## src/rtl/debouncer_bank.sv

```systemverilog
// Bank of independent button debouncers. Each channel has an input synchronizer,
// a stability counter and registered rise/fall pulses.
module debouncer_bank #(
    parameter int unsigned NUM_CH        = 4,
    parameter int unsigned CNT_WIDTH     = 16,
    parameter int unsigned STABLE_CYCLES = 50000,
    parameter int unsigned SYNC_STAGES   = 2,
    parameter bit          ACTIVE_LOW    = 1'b0
) (
    input  logic              clk,
    input  logic              reset,
    input  logic [NUM_CH-1:0] button_in,
    output logic [NUM_CH-1:0] button_out,
    output logic [NUM_CH-1:0] rise_pulse,
    output logic [NUM_CH-1:0] fall_pulse,
    output logic              any_change
);

    localparam longint unsigned CntLimit = (64'd1 << CNT_WIDTH) - 64'd1;

    generate
        if (STABLE_CYCLES < 1 || 64'(STABLE_CYCLES) > CntLimit || SYNC_STAGES < 2)
        begin : g_param_check
            $error("debouncer_bank: illegal STABLE_CYCLES, CNT_WIDTH or SYNC_STAGES");
        end
    endgenerate

    localparam logic [CNT_WIDTH-1:0] CntMax   = CNT_WIDTH'(STABLE_CYCLES - 1);
    localparam logic [NUM_CH-1:0]    SyncInit = {NUM_CH{ACTIVE_LOW}};

    logic [NUM_CH-1:0]    sync_q [SYNC_STAGES];
    logic [NUM_CH-1:0]    level_q;
    logic [NUM_CH-1:0]    out_q, out_d;
    logic [NUM_CH-1:0]    rise_q, rise_d;
    logic [NUM_CH-1:0]    fall_q, fall_d;
    logic                 any_q, any_d;
    logic [CNT_WIDTH-1:0] cnt_q [NUM_CH];
    logic [CNT_WIDTH-1:0] cnt_d [NUM_CH];

    // The polarity-corrected level gets its own flop, so a steady input reaches
    // button_out SYNC_STAGES + STABLE_CYCLES edges after it is first sampled.
    always_ff @(posedge clk) begin
        if (reset) begin
            for (int i = 0; i < int'(SYNC_STAGES); i++) begin
                sync_q[i] <= SyncInit;
            end
            level_q <= '0;
        end else begin
            sync_q[0] <= button_in;
            for (int i = 1; i < int'(SYNC_STAGES); i++) begin
                sync_q[i] <= sync_q[i-1];
            end
            level_q <= sync_q[SYNC_STAGES-1] ^ SyncInit;
        end
    end

    always_comb begin
        out_d  = out_q;
        rise_d = '0;
        fall_d = '0;
        for (int c = 0; c < int'(NUM_CH); c++) begin
            cnt_d[c] = cnt_q[c];
            if (level_q[c] == out_q[c]) begin
                // Matching level: either idle or a bounce, so progress is dropped.
                cnt_d[c] = '0;
            end else if (cnt_q[c] == CntMax) begin
                out_d[c]  = level_q[c];
                cnt_d[c]  = '0;
                rise_d[c] = level_q[c];
                fall_d[c] = ~level_q[c];
            end else begin
                cnt_d[c] = cnt_q[c] + CNT_WIDTH'(1);
            end
        end
        any_d = |{rise_d, fall_d};
    end

    always_ff @(posedge clk) begin
        if (reset) begin
            out_q  <= '0;
            rise_q <= '0;
            fall_q <= '0;
            any_q  <= 1'b0;
            for (int c = 0; c < int'(NUM_CH); c++) begin
                cnt_q[c] <= '0;
            end
        end else begin
            out_q  <= out_d;
            rise_q <= rise_d;
            fall_q <= fall_d;
            any_q  <= any_d;
            for (int c = 0; c < int'(NUM_CH); c++) begin
                cnt_q[c] <= cnt_d[c];
            end
        end
    end

    assign button_out = out_q;
    assign rise_pulse = rise_q;
    assign fall_pulse = fall_q;
    assign any_change = any_q;

endmodule

```

## config.mk

```make
export PLATFORM = sky130hd
export DESIGN_NAME = debouncer_bank
export DESIGN_NICKNAME = d
export VERILOG_FILES = /design/src/rtl/debouncer_bank.sv
export SDC_FILE = /design/constraint.sdc
export NUM_CORES = 1
export LEC_CHECK = 0
export BUFFER_PORTS_ARGS = -buffer_cell sky130_fd_sc_hd__buf_2
export CORE_ASPECT_RATIO = 2
export CORE_MARGIN = 1
export CORE_UTILIZATION = 55
export CTS_CLUSTER_DIAMETER = 200
export DETAILED_ROUTE_END_ITERATION = 8
export PLACE_DENSITY = 0.79
export SYNTH_ARGS = -nofsm -noshare
export SYNTH_HDL_FRONTEND = slang
export SYNTH_SLANG_ARGS = --single-unit
```

## constraint.sdc

```tcl
create_clock -name clk -period 2.03 [get_ports clk]
set_input_delay 0.3045 -clock clk [delete_from_list [all_inputs] [get_ports clk]]
set_output_delay 0.3045 -clock clk [all_outputs]
set_load 0.02 [all_outputs]
```

# Word-level counts from Yosys, hierarchy flattened

Memories as Yosys holds them, arrays and structs flattened. A register that Yosys moved wholly into a read port is not among the register bits.
Index checks and enable logic that the tools add are counted.

$add $sub $neg: 4
Equal/unequal tests: 8
Mux-type cells: 33
Bitwise gates (word level): 14
Reduce and logical (&&, ||, !) cells: 5

Operator list:

| operator                                      | count |
|---|---|
| two-way mux 16 bit                            | 12 |
| adder 16 x 1 -> 16 bit, second input constant | 4 |
| == test 16 bit, second input constant         | 4 |
| two-way mux 1 bit                             | 19 |
| two-way mux 4 bit                             | 2 |
| NOT 1 bit                                     | 8 |
| AND reduction 2 bit                           | 4 |
| OR reduction 8 bit                            | 1 |
| OR 1 bit                                      | 6 |
| == test 1 bit                                 | 4 |

Register bits after elaboration: 13
Bits in writable memories: 72
Bits of input ports: 6
Output and inout bits: 13
Memories kept: 2

Memory list:

| memory | words | width | rd ports | clocked after memory_dff | write ports | line | text |
|---|---|---|---|---|---|---|---|
| cnt_q  | 4     | 16    | 4        | 0                        | 4           | 37   | `logic [CNT_WIDTH-1:0] cnt_q [NUM_CH];` |
| sync_q | 2     | 4     | 2        | 1                        | 2           | 31   | `logic [NUM_CH-1:0] sync_q [SYNC_STAGES];` |

# Logic depth before layout (Yosys ltp)

Gate-level depths: netlist of the first run.

Depth in word-level cells: 4
Depth in mapped cells: 6

# Worst setup path after synthesis of the first run

OpenSTA, ideal clock, no wires.

Path kind: reg2reg
From: memory cnt_q[3][0]
To: memory cnt_q[3][1]
Setup time: 116 ps
Arrival: 1739 ps
Required time: 1914 ps
Slack: 175 ps
Stages on the path, launching flop included: 6
Period minus slack after synthesis: 1855 ps
Path through: dfxtp_1 > ha_1 > nand3_1 > or4_4 > or2_4 > and3_1

RTL lines:

| what        | line |
|---|---|
| from (decl) | 37 |

==> metrics.yaml, run 1 <==
global_routing:
  gr-total-overflow: 0
  grt_pass1_wl_mm: 11.7
  grt_max_degree: 34
  track_usage_pct: 22.6
  grt_pass1_vias: 2850
  antenna_found_initial: 0
critical_path:
  cp_top_family: "simple AND/OR/NAND/NOR gates"
  rr_startpoint: "cnt_q[3][11]"
  worstSetupPathType: "flop to flop"
  startpoint_type: "flop"
  slowest_delay_ns: 0.53
  cp.buffers_inverters: 0
  crit_chain: "or4_1, or4_4, or2_4, and3_1"
  crit_start: "cnt_q[3][11]"
  crit_path_top_delay_cell: "or4_1"
  crit_arrival_ns: 2.13
  required_ns: 2.26
  end_kind: "flop"
  worstPathMaxFanout: 5
place:
  place_congestion: 0.850
  dpl_cell_area_mm2: 0.00385
  hpwl_mm: 4.89
  io_buffer_count: 18
power:
  cellPowerDensity_mw_per_mm2: 851
  peakVddDrop_uv: 565
  internal_power_w: 0.00288
  combPwrFrac_pct: 1.0
  p_sw_w: 0.000668
  p_seq_share_pct: 49.7
  p_clk_share_pct: 49.4
  netSwitchingFraction_pct: 18.8
  leakagePower_nw: 1.31
layout:
  drive_gt1_share_pct: 10.6
  seqCellArea_mm2: 0.00178
  layout.nets: 439
  stdcell_area_mm2: 0.00417
  antenna_cells: 0
  multi_input_area_mm2: 0.00175
  fillers: 542
  area_growth_syn_to_layout_pct: 14.9
synth:
  post-synth-top-count-cell: "dfxtp_1"
  synth_top_area_cell: "dfxtp_1"
  async_reset_ff_share_pct: 0
  synth_top_area_share_pct: 49.1
  netlist_instances: 400
  synth-edff-count: 0
  synth.distinct_cells: 33
  synthFlopType: "dfxtp_1"
  synth_top_cells_by_count: "89 x dfxtp_1, 77 x nor2_1, 50 x xnor2_1"
  syn_area_per_cell_um2: 9.07
  synth_area_leaders: "dfxtp_1 49%, xnor2_1 12%, nor2_1 8.0%"
  yosysWarnings: 0
  ys_seq_elements: 89
  synth_sequential_area_ratio_pct: 49.1
  synth.net_count: 410
  syn_area_mm2: 0.00363
timing:
  rsz0062_at_grt: "false"
  drv_slew: 0
  setup_viol: 0
  worstMarginPinSlew_ns: 0.547
  fin_crit_sh_pct: 93.6
  fin_worst_skew_ns: 0.00617
  hold_viol_final: 0
  min_period_ns: 1.90
  relSlewSlack_pct: 63.5
  finalSetupTns_ns: 0
  fmax_mhz: 526
min_path:
  min_path_type: "input port to flop"
  hold_start: "button_in[1]"
die:
  num_rows: 41
  start_util_pct: 57.0
  coreArea_mm2: 0.00636
  fp.dieW_um: 59.4
  die_h_um: 117
  io_pins: 19
  die-area_mm2: 0.00695
routing:
  via_per_inst: 5.45
  wl_met3_um: 245
  drtPass1Iterations: 4
  top_layer: "met4"
  first_iter_violations: 165
  vias: 2835
  wl_mm: 6.88
  ant_nets: 0
  wl_met1_mm: 2.64
  drc: 0
  wl_per_cell_um: 13.2
  wl_met2_mm: 3.79
run_status:
  status: "finished clean"
job:
  drv_cap: 0
clock_tree:
  clk_latency_ns: 0.34
  root_buffer: "clkbuf_16"
  clkTransAtPathRegs_ns: 0.06
  htreeDepth: 3
  cts.sinks: 89
  cts_resized: 0
  post-cts-setup-buffers: 0
  clockBufferDepth: 2
  cts_buffers: 9
  cts_tree: "yes"
  ctsHoldBuffers: 0
-- worst reg2reg max path, cell delays in order, from the launching register on --
cell	delay, ns
dfxtp_1	0.35
or4_1	0.53
or4_4	0.44
or2_4	0.29
and3_1	0.18
-- final cells by class --
class                           instances  share of cell area [%]
Sequential cell                        89                    42.7
Multi-Input combinational cell        288                    42.0
Clock buffer                           11                    5.82
Timing Repair Buffer                   26                    3.60
Tap cell                               86                    2.58
Clock inverter                          5                    1.89
Inverter                               15                    1.35
-- flip-flops by register name, indices dropped and copies added, names as in the netlist --
| register | flops |
|---|---|
| any_change | 1 |
| level_q | 4 |
| rise_pulse | 4 |
| cnt_q | 64 |
| button_out | 4 |
| sync_q | 8 |
| fall_pulse | 4 |
-- routing by layer --
layer,vias up,track usage [%]
met4,0,14.3
li1,1425,-
met2,54,41.0
met3,16,6.59
met1,1340,21.4
met5,-,0
-- cells in the final DEF (no fill, tap or decap), drive strengths merged, types with 6 or more instances in the layout --
master	instances
xor2	6
and3	6
nand4	18
nor4	19
nand2b	8
buf	26
inv	15
nor3	20
dfxtp	89
clkbuf	11
nand3	22
nand2	12
nor2b	15
xnor2	50
nor2	77
-- worst paths after layout --
check / end / slack, ns / cells past startpoint
max reg2reg: cnt_q[3][1] / 0.13 / 4
min reg2reg: sync_q[1][1] / 0.43 / 1
min: sync_q[0][1] / 0.17 / 2
max: cnt_q[3][1] / 0.13 / 4
-- kinds of logic (layout without fill, tap and decap cells) --
logic type | count (synthesis) | after routing | share of synthesized area (%)
simple gates | 211 | 211 | 29.9
flops | 89 | 89 | 49.1
xor+xnor | 56 | 56 | 13.5
buf+inv | 23 | 57 | 2.59
compound gates | 15 | 15 | 3.00
fa+ha+maj | 4 | 4 | 1.38
mux | 2 | 2 | 0.552
-- metrics by stage --
| stage | util (%) | power, W | hold WS, ns | std cells | setup slack, ns |
|---|---|---|---|---|---|
| 6_report | 65.6 | 0.00355 | 0.172 | 520 | 0.131 |
| 5_1_grt | 65.6 | 0.00366 | 0.184 | 520 | 0.0513 |
| 4_1_cts | 65.6 | 0.00357 | 0.169 | 520 | 0.132 |
| 3_5_place_dp | 60.5 | 0.00184 | 0.426 | 504 | 0.144 |
| 3_3_place_gp | 60.5 | 0.00184 | 0.419 | 504 | 0.176 |
| 2_1_floorplan | - | 0.00182 | 0.414 | 400 | 0.175 |
-- power groups by stage --
stage,registers (W),logic [W],clock network (W)
6_report,0.00176,0.0000351,0.00175
5_1_grt,0.00176,0.0000395,0.00186
4_1_cts,0.00176,0.0000358,0.00178
3_5_place_dp,0.00180,0.0000357,0
3_3_place_gp,0.00180,0.0000350,0
2_1_floorplan,0.00180,0.0000244,0
Note: power is estimated with default switching activity, not from simulation.
==> run 2, diff against run 1 <==
CORE_MARGIN = 10   (was 1)
==> metrics.yaml, run 2 (synthesis results as in run 1) <==
run_status:
  status: "finished clean"  # unchanged
global_routing:
  grtUsageMet3_pct: 4.12  # was 6.59%
  use_met1_pct: 13.9  # was 21.4%
  grt_max_degree: 34  # unchanged
  top_usage_layer: "met2"  # unchanged
  antenna_found_initial: 0  # unchanged
  grt_pass1_wl_mm: 12.6  # was 11.7 mm
  use_met2_pct: 27.1  # was 41.0%
  track_usage_pct: 14.7  # was 22.6%
  grt_pass1_vias: 2924  # was 2850
  gr-total-overflow: 0  # unchanged
power:
  p_sw_w: 0.000641  # was 0.000668 W
  peakVddDrop_uv: 402  # was 565 uV
  p_clk_share_pct: 44.9  # was 49.4%
  leakagePower_nw: 1.28  # was 1.31 nW
  combPwrFrac_pct: 1.1  # was 1.0%
  netSwitchingFraction_pct: 19.6  # was 18.8%
  cellPowerDensity_mw_per_mm2: 793  # was 851 mW/mm2
  p_seq_share_pct: 54.0  # was 49.7%
  internal_power_w: 0.00262  # was 0.00288 W
routing:
  first_iter_violations: 133  # was 165
  vias: 2835  # unchanged
  drtPass1Iterations: 4  # unchanged
  via_per_inst: 5.46  # was 5.45
  drc: 0  # unchanged
  ant_nets: 0  # unchanged
  wl_mm: 7.00  # was 6.88 mm
  wl_per_cell_um: 13.5  # was 13.2 um
timing:
  fin_crit_sh_pct: 93.6  # about the same
  worstMarginPinSlew_ns: 0.561  # was 0.547 ns
  holdWs_ns: 0.179  # was 0.172 ns
  fin_worst_skew_ns: 0.00707  # was 0.00617 ns
  fmax_mhz: 526  # about the same
  setup_viol: 0  # unchanged
  drv_slew: 0  # unchanged
  finalSetupTns_ns: 0  # unchanged
  hold_viol_final: 0  # unchanged
  rsz0062_at_grt: "false"  # unchanged
  min_period_ns: 1.90  # about the same
  relSlewSlack_pct: 62.6  # was 63.5%
clock_tree:
  post-cts-setup-buffers: 0  # unchanged
  cts_tree: "yes"  # unchanged
  htreeDepth: 3  # unchanged
  cts.sinks: 89  # unchanged
  clk_latency_ns: 0.34  # about the same
  root_buffer: "clkbuf_16"  # unchanged
  ctsHoldBuffers: 0  # unchanged
  cts_resized: 0  # unchanged
  clkTransAtPathRegs_ns: 0.06  # about the same
  clockBufferDepth: 2  # unchanged
  cts_buffers: 9  # unchanged
critical_path:
  crit_arrival_ns: 2.13  # about the same
  worstSetupPathType: "flop to flop"  # unchanged
  startpoint_type: "flop"  # unchanged
  worstPathMaxFanout: 5  # unchanged
  end_kind: "flop"  # unchanged
  slowest_delay_ns: 0.53  # about the same
  crit_chain: "or4_1, or4_4, or2_4, and3_1"  # unchanged
  crit_path_top_delay_cell: "or4_1"  # unchanged
  required_ns: 2.26  # about the same
  cp_top_family: "simple AND/OR/NAND/NOR gates"  # unchanged
  cp.buffers_inverters: 0  # unchanged
layout:
  final_cell_mix: "89 x dfxtp_1, 77 x nor2_1, 50 x xnor2_1, 22 x nand3_1, 20 x nor3_1"  # unchanged
  area_growth_syn_to_layout_pct: 13.3  # was 14.9%
  layout_commonest_cell: "dfxtp_1"  # unchanged
  layout.nets: 439  # unchanged
  largest_reg_flops: 64  # unchanged
  reg_top3: "cnt_q: 64 flops, sync_q: 8 flops"  # unchanged
  regMostFlops: "cnt_q"  # unchanged
  drive_gt1_share_pct: 10.2  # was 10.6%
  antenna_cells: 0  # unchanged
die:
  fp.dieW_um: 77.4  # was 59.4 um
  start_util_pct: 57.0  # unchanged
  io_pins: 19  # unchanged
  coreArea_mm2: 0.00636  # unchanged
  die_h_um: 135  # was 117 um
  die-area_mm2: 0.0104  # was 0.00695 mm2
  num_rows: 41  # unchanged
place:
  hpwl_mm: 5.10  # was 4.89 mm
  place_congestion: 0.858  # was 0.850
  io_buffer_count: 18  # unchanged
job:
  drv_cap: 0  # unchanged
min_path:
  min_path_type: "input port to flop"  # unchanged
[run 2: through the flow]
step | cells | setup slack [ns] | power (W) | util [%] | cell area, um2
4_1_cts | 519 | 0.134 | 0.00330 | 64.7 | 4110
6_report | 519 | 0.130 | 0.00326 | 64.7 | 4110
3_5_place_dp | 504 | 0.141 | 0.00184 | 60.5 | 3850
3_3_place_gp | 504 | 0.176 | 0.00184 | 60.5 | 3850
5_1_grt | 519 | 0.0837 | 0.00337 | 64.7 | 4110
2_1_floorplan | 400 | 0.175 | 0.00182 | - | 3630
[run 2: cell type report]
type	instances	area, um2
clock buffer	12	246
clock inverter	3	17.5
fill	546	2250
inverter	15	56.3
multi-input combinational	288	1750
sequential	89	1780
tap	86	108
timing repair buffer	26	150
[run 2: final timing paths]
check	startpoint	end	slack, ns	depth (start not counted)
max	cnt_q[3][11]	cnt_q[3][1]	0.13	4
min	button_in[1]	sync_q[0][1]	0.18	2
max reg2reg	cnt_q[3][11]	cnt_q[3][1]	0.13	4
min reg2reg	sync_q[1][1]	level_q[1]	0.44	1
[run 2: worst register-to-register path: cells and delay by family, from the launching register on]
kind             cells  cell delay [ns]
and+or+nand+nor      4             1.44
DFF                  1             0.35
[run 2: per-layer routing]
layer / part of all wire, % / vias up
li1: - / 1435
met1: 40 / 1339
met2: 54 / 47
met3: 3.7 / 14
met4: 2.6 / 0
met5: 0 / -
[run 2: power by group through the flow]
| stage | Sequential (W) | Clock [W] | Combinational (W) |
|---|---|---|---|
| after CTS | 0.00176 | 0.00150 | 0.0000360 |
| after floorplan | 0.00180 | 0 | 0.0000244 |
| after global placement | 0.00180 | 0 | 0.0000349 |
| after detailed placement | 0.00180 | 0 | 0.0000356 |
| final | 0.00176 | 0.00147 | 0.0000356 |
| after global routing | 0.00176 | 0.00157 | 0.0000403 |
==> run 3, diff against run 2 <==
CORE_ASPECT_RATIO = 0.7   (was 2)
CORE_MARGIN = unset   (was 10)
==> metrics.yaml, run 3 (synthesis results as in run 1) <==
clock_tree:
  post-cts-setup-buffers: 0  # unchanged
  cts_resized: 0  # unchanged
  clockBufferDepth: 2  # unchanged
  htreeDepth: 3  # unchanged
  cts.sinks: 89  # unchanged
  root_buffer: "clkbuf_8"  # was clkbuf_16
  clk_latency_ns: 0.36  # was 0.34 ns
  ctsHoldBuffers: 0  # unchanged
  cts_buffers: 9  # unchanged
  clkTransAtPathRegs_ns: 0.08  # was 0.06 ns
  cts_tree: "yes"  # unchanged
layout:
  final_cell_mix: "89 x dfxtp_1, 77 x nor2_1, 50 x xnor2_1, 22 x nand3_1, 20 x nor3_1"  # unchanged
  layout.nets: 439  # unchanged
  stdcell_area_mm2: 0.00406  # was 0.00411 mm2
  layout_commonest_cell: "dfxtp_1"  # unchanged
  drive_gt1_share_pct: 10.8  # was 10.2%
  layout.cells.non_filler: 512  # was 519
  reg_top3: "cnt_q: 64 flops, sync_q: 8 flops"  # unchanged
  fillers: 537  # was 546
  antenna_cells: 0  # unchanged
  area_growth_syn_to_layout_pct: 12.0  # was 13.3%
  regMostFlops: "cnt_q"  # unchanged
  largest_reg_flops: 64  # unchanged
die:
  fp.dieW_um: 99.1  # was 77.4 um
  io_pins: 19  # unchanged
  start_util_pct: 57.5  # was 57.0%
  num_rows: 24  # was 41
  die-area_mm2: 0.00693  # was 0.0104 mm2
  die_h_um: 70.0  # was 135 um
  coreArea_mm2: 0.00631  # was 0.00636 mm2
timing:
  hold_viol_final: 0  # unchanged
  holdWs_ns: 0.149  # was 0.179 ns
  setup_viol: 0  # unchanged
  rsz0062_at_grt: "false"  # unchanged
  relSlewSlack_pct: 74.3  # was 62.6%
  worstMarginPinSlew_ns: 0.382  # was 0.561 ns
  fmax_mhz: 528  # was 526 MHz
  min_period_ns: 1.89  # was 1.90 ns
  fin_crit_sh_pct: 93.3  # was 93.6%
  finalSetupTns_ns: 0  # unchanged
  fin_worst_skew_ns: 0.00864  # was 0.00707 ns
  drv_slew: 0  # unchanged
global_routing:
  grt_max_degree: 19  # was 34
  grt_pass1_vias: 2587  # was 2924
  gr-total-overflow: 0  # unchanged
  grt_pass1_wl_mm: 11.8  # was 12.6 mm
  antenna_found_initial: 0  # unchanged
  track_usage_pct: 21.8  # was 14.7%
critical_path:
  r2r-end: "cnt_q[3][1]"  # unchanged
  worstPathMaxFanout: 5  # unchanged
  reg2reg_depth: 4  # unchanged
  crit_start: "cnt_q[3][11]"  # unchanged
  crit_arrival_ns: 2.15  # was 2.13 ns
  end_kind: "flop"  # unchanged
  startpoint_type: "flop"  # unchanged
  rr_startpoint: "cnt_q[3][11]"  # unchanged
  critPathCapture: "cnt_q[3][1]"  # unchanged
  required_ns: 2.29  # was 2.26 ns
  worstSetupPathType: "flop to flop"  # unchanged
  rrSetupSlack_ns: 0.14  # was 0.13 ns
power:
  cellPowerDensity_mw_per_mm2: 753  # was 793 mW/mm2
  peakVddDrop_uv: 444  # was 402 uV
  leakagePower_nw: 1.25  # was 1.28 nW
place:
  io_buffer_count: 18  # unchanged
  dpl_cell_area_mm2: 0.00385  # about the same
  place_inst: 496  # was 504
  hpwl_mm: 4.74  # was 5.10 mm
  place_congestion: 0.820  # was 0.858
run_status:
  status: "finished clean"  # unchanged
routing:
  wl_per_cell_um: 13.4  # was 13.5 um
  via_per_inst: 5.47  # was 5.46
  ant_nets: 0  # unchanged
  wl_mm: 6.87  # was 7.00 mm
  drtPass1Iterations: 4  # unchanged
  vias: 2803  # was 2835
  first_iter_violations: 109  # was 133
  drc: 0  # unchanged
job:
  drv_cap: 0  # unchanged
min_path:
  min_path_type: "input port to flop"  # unchanged
==> run 3: changes by cell type in the layout (fill, tap and decap cells not counted), sizes merged <==
cell	delta
clkinvlp	+2
inv	+1
clkbuf	-1
bufinv	+1
clkinv	-2
==> run 3: how the worst min path moves through the flow <==
stage	start	slack, ns	depth (start not counted)	endpoint
after floorplan	sync_q[1][0]	0.41	1	level_q[0]
after global placement	sync_q[0][3]	0.42	1	sync_q[1][3]
after detailed placement	sync_q[0][1]	0.42	1	sync_q[1][1]
after CTS	button_in[3]	0.13	2	sync_q[0][3]
after global routing	button_in[0]	0.14	2	sync_q[0][0]
final	button_in[0]	0.15	2	sync_q[0][0]
==> run 3: cell type report <==
type	instances	area, um2	share of cell area, %
clock inverters	5	61.3	1.51
clock buffers	11	151	3.73
repair buffers	26	163	4.00
flip-flops and latches	89	1780	43.8
well taps	78	97.6	2.40
inverters	15	56.3	1.39
multi-input cells	288	1750	43.1
==> run 3: through the flow <==
stage          total power, W  util, %  worst slack [ns]
6_report              0.00306     64.4             0.136
5_1_grt               0.00318     64.4            0.0739
4_1_cts               0.00309     64.4             0.124
3_5_place_dp          0.00184     61.1             0.139
3_3_place_gp          0.00184     61.1             0.174
2_1_floorplan         0.00182        -             0.175
==> run 3: worst max-delay path, stage by stage (launching register included) <==
cell     delay, ns
dfxtp_1       0.36
or4_1         0.53
or4_4         0.45
or2_4         0.29
and3_1        0.18
==> run 3: metal layers <==
metal  track usage [%]  vias to the layer above  wire [um]
met2              34.0                       67       3000
met5                 0                        -          0
met4              8.33                        0        118
met1              28.4                     1299       3420
li1                  -                     1427          -
met3              6.61                       10        339
==> run 3: power breakdown <==
| group | internal (W) | total [W] | switching, W |
|---|---|---|---|
| logic | 0.0000163 | 0.0000378 | 0.0000215 |
| registers | 0.00175 | 0.00176 | 0.00000510 |
| clock network | 0.000640 | 0.00126 | 0.000624 |
| total | 0.00241 | 0.00306 | 0.000650 |
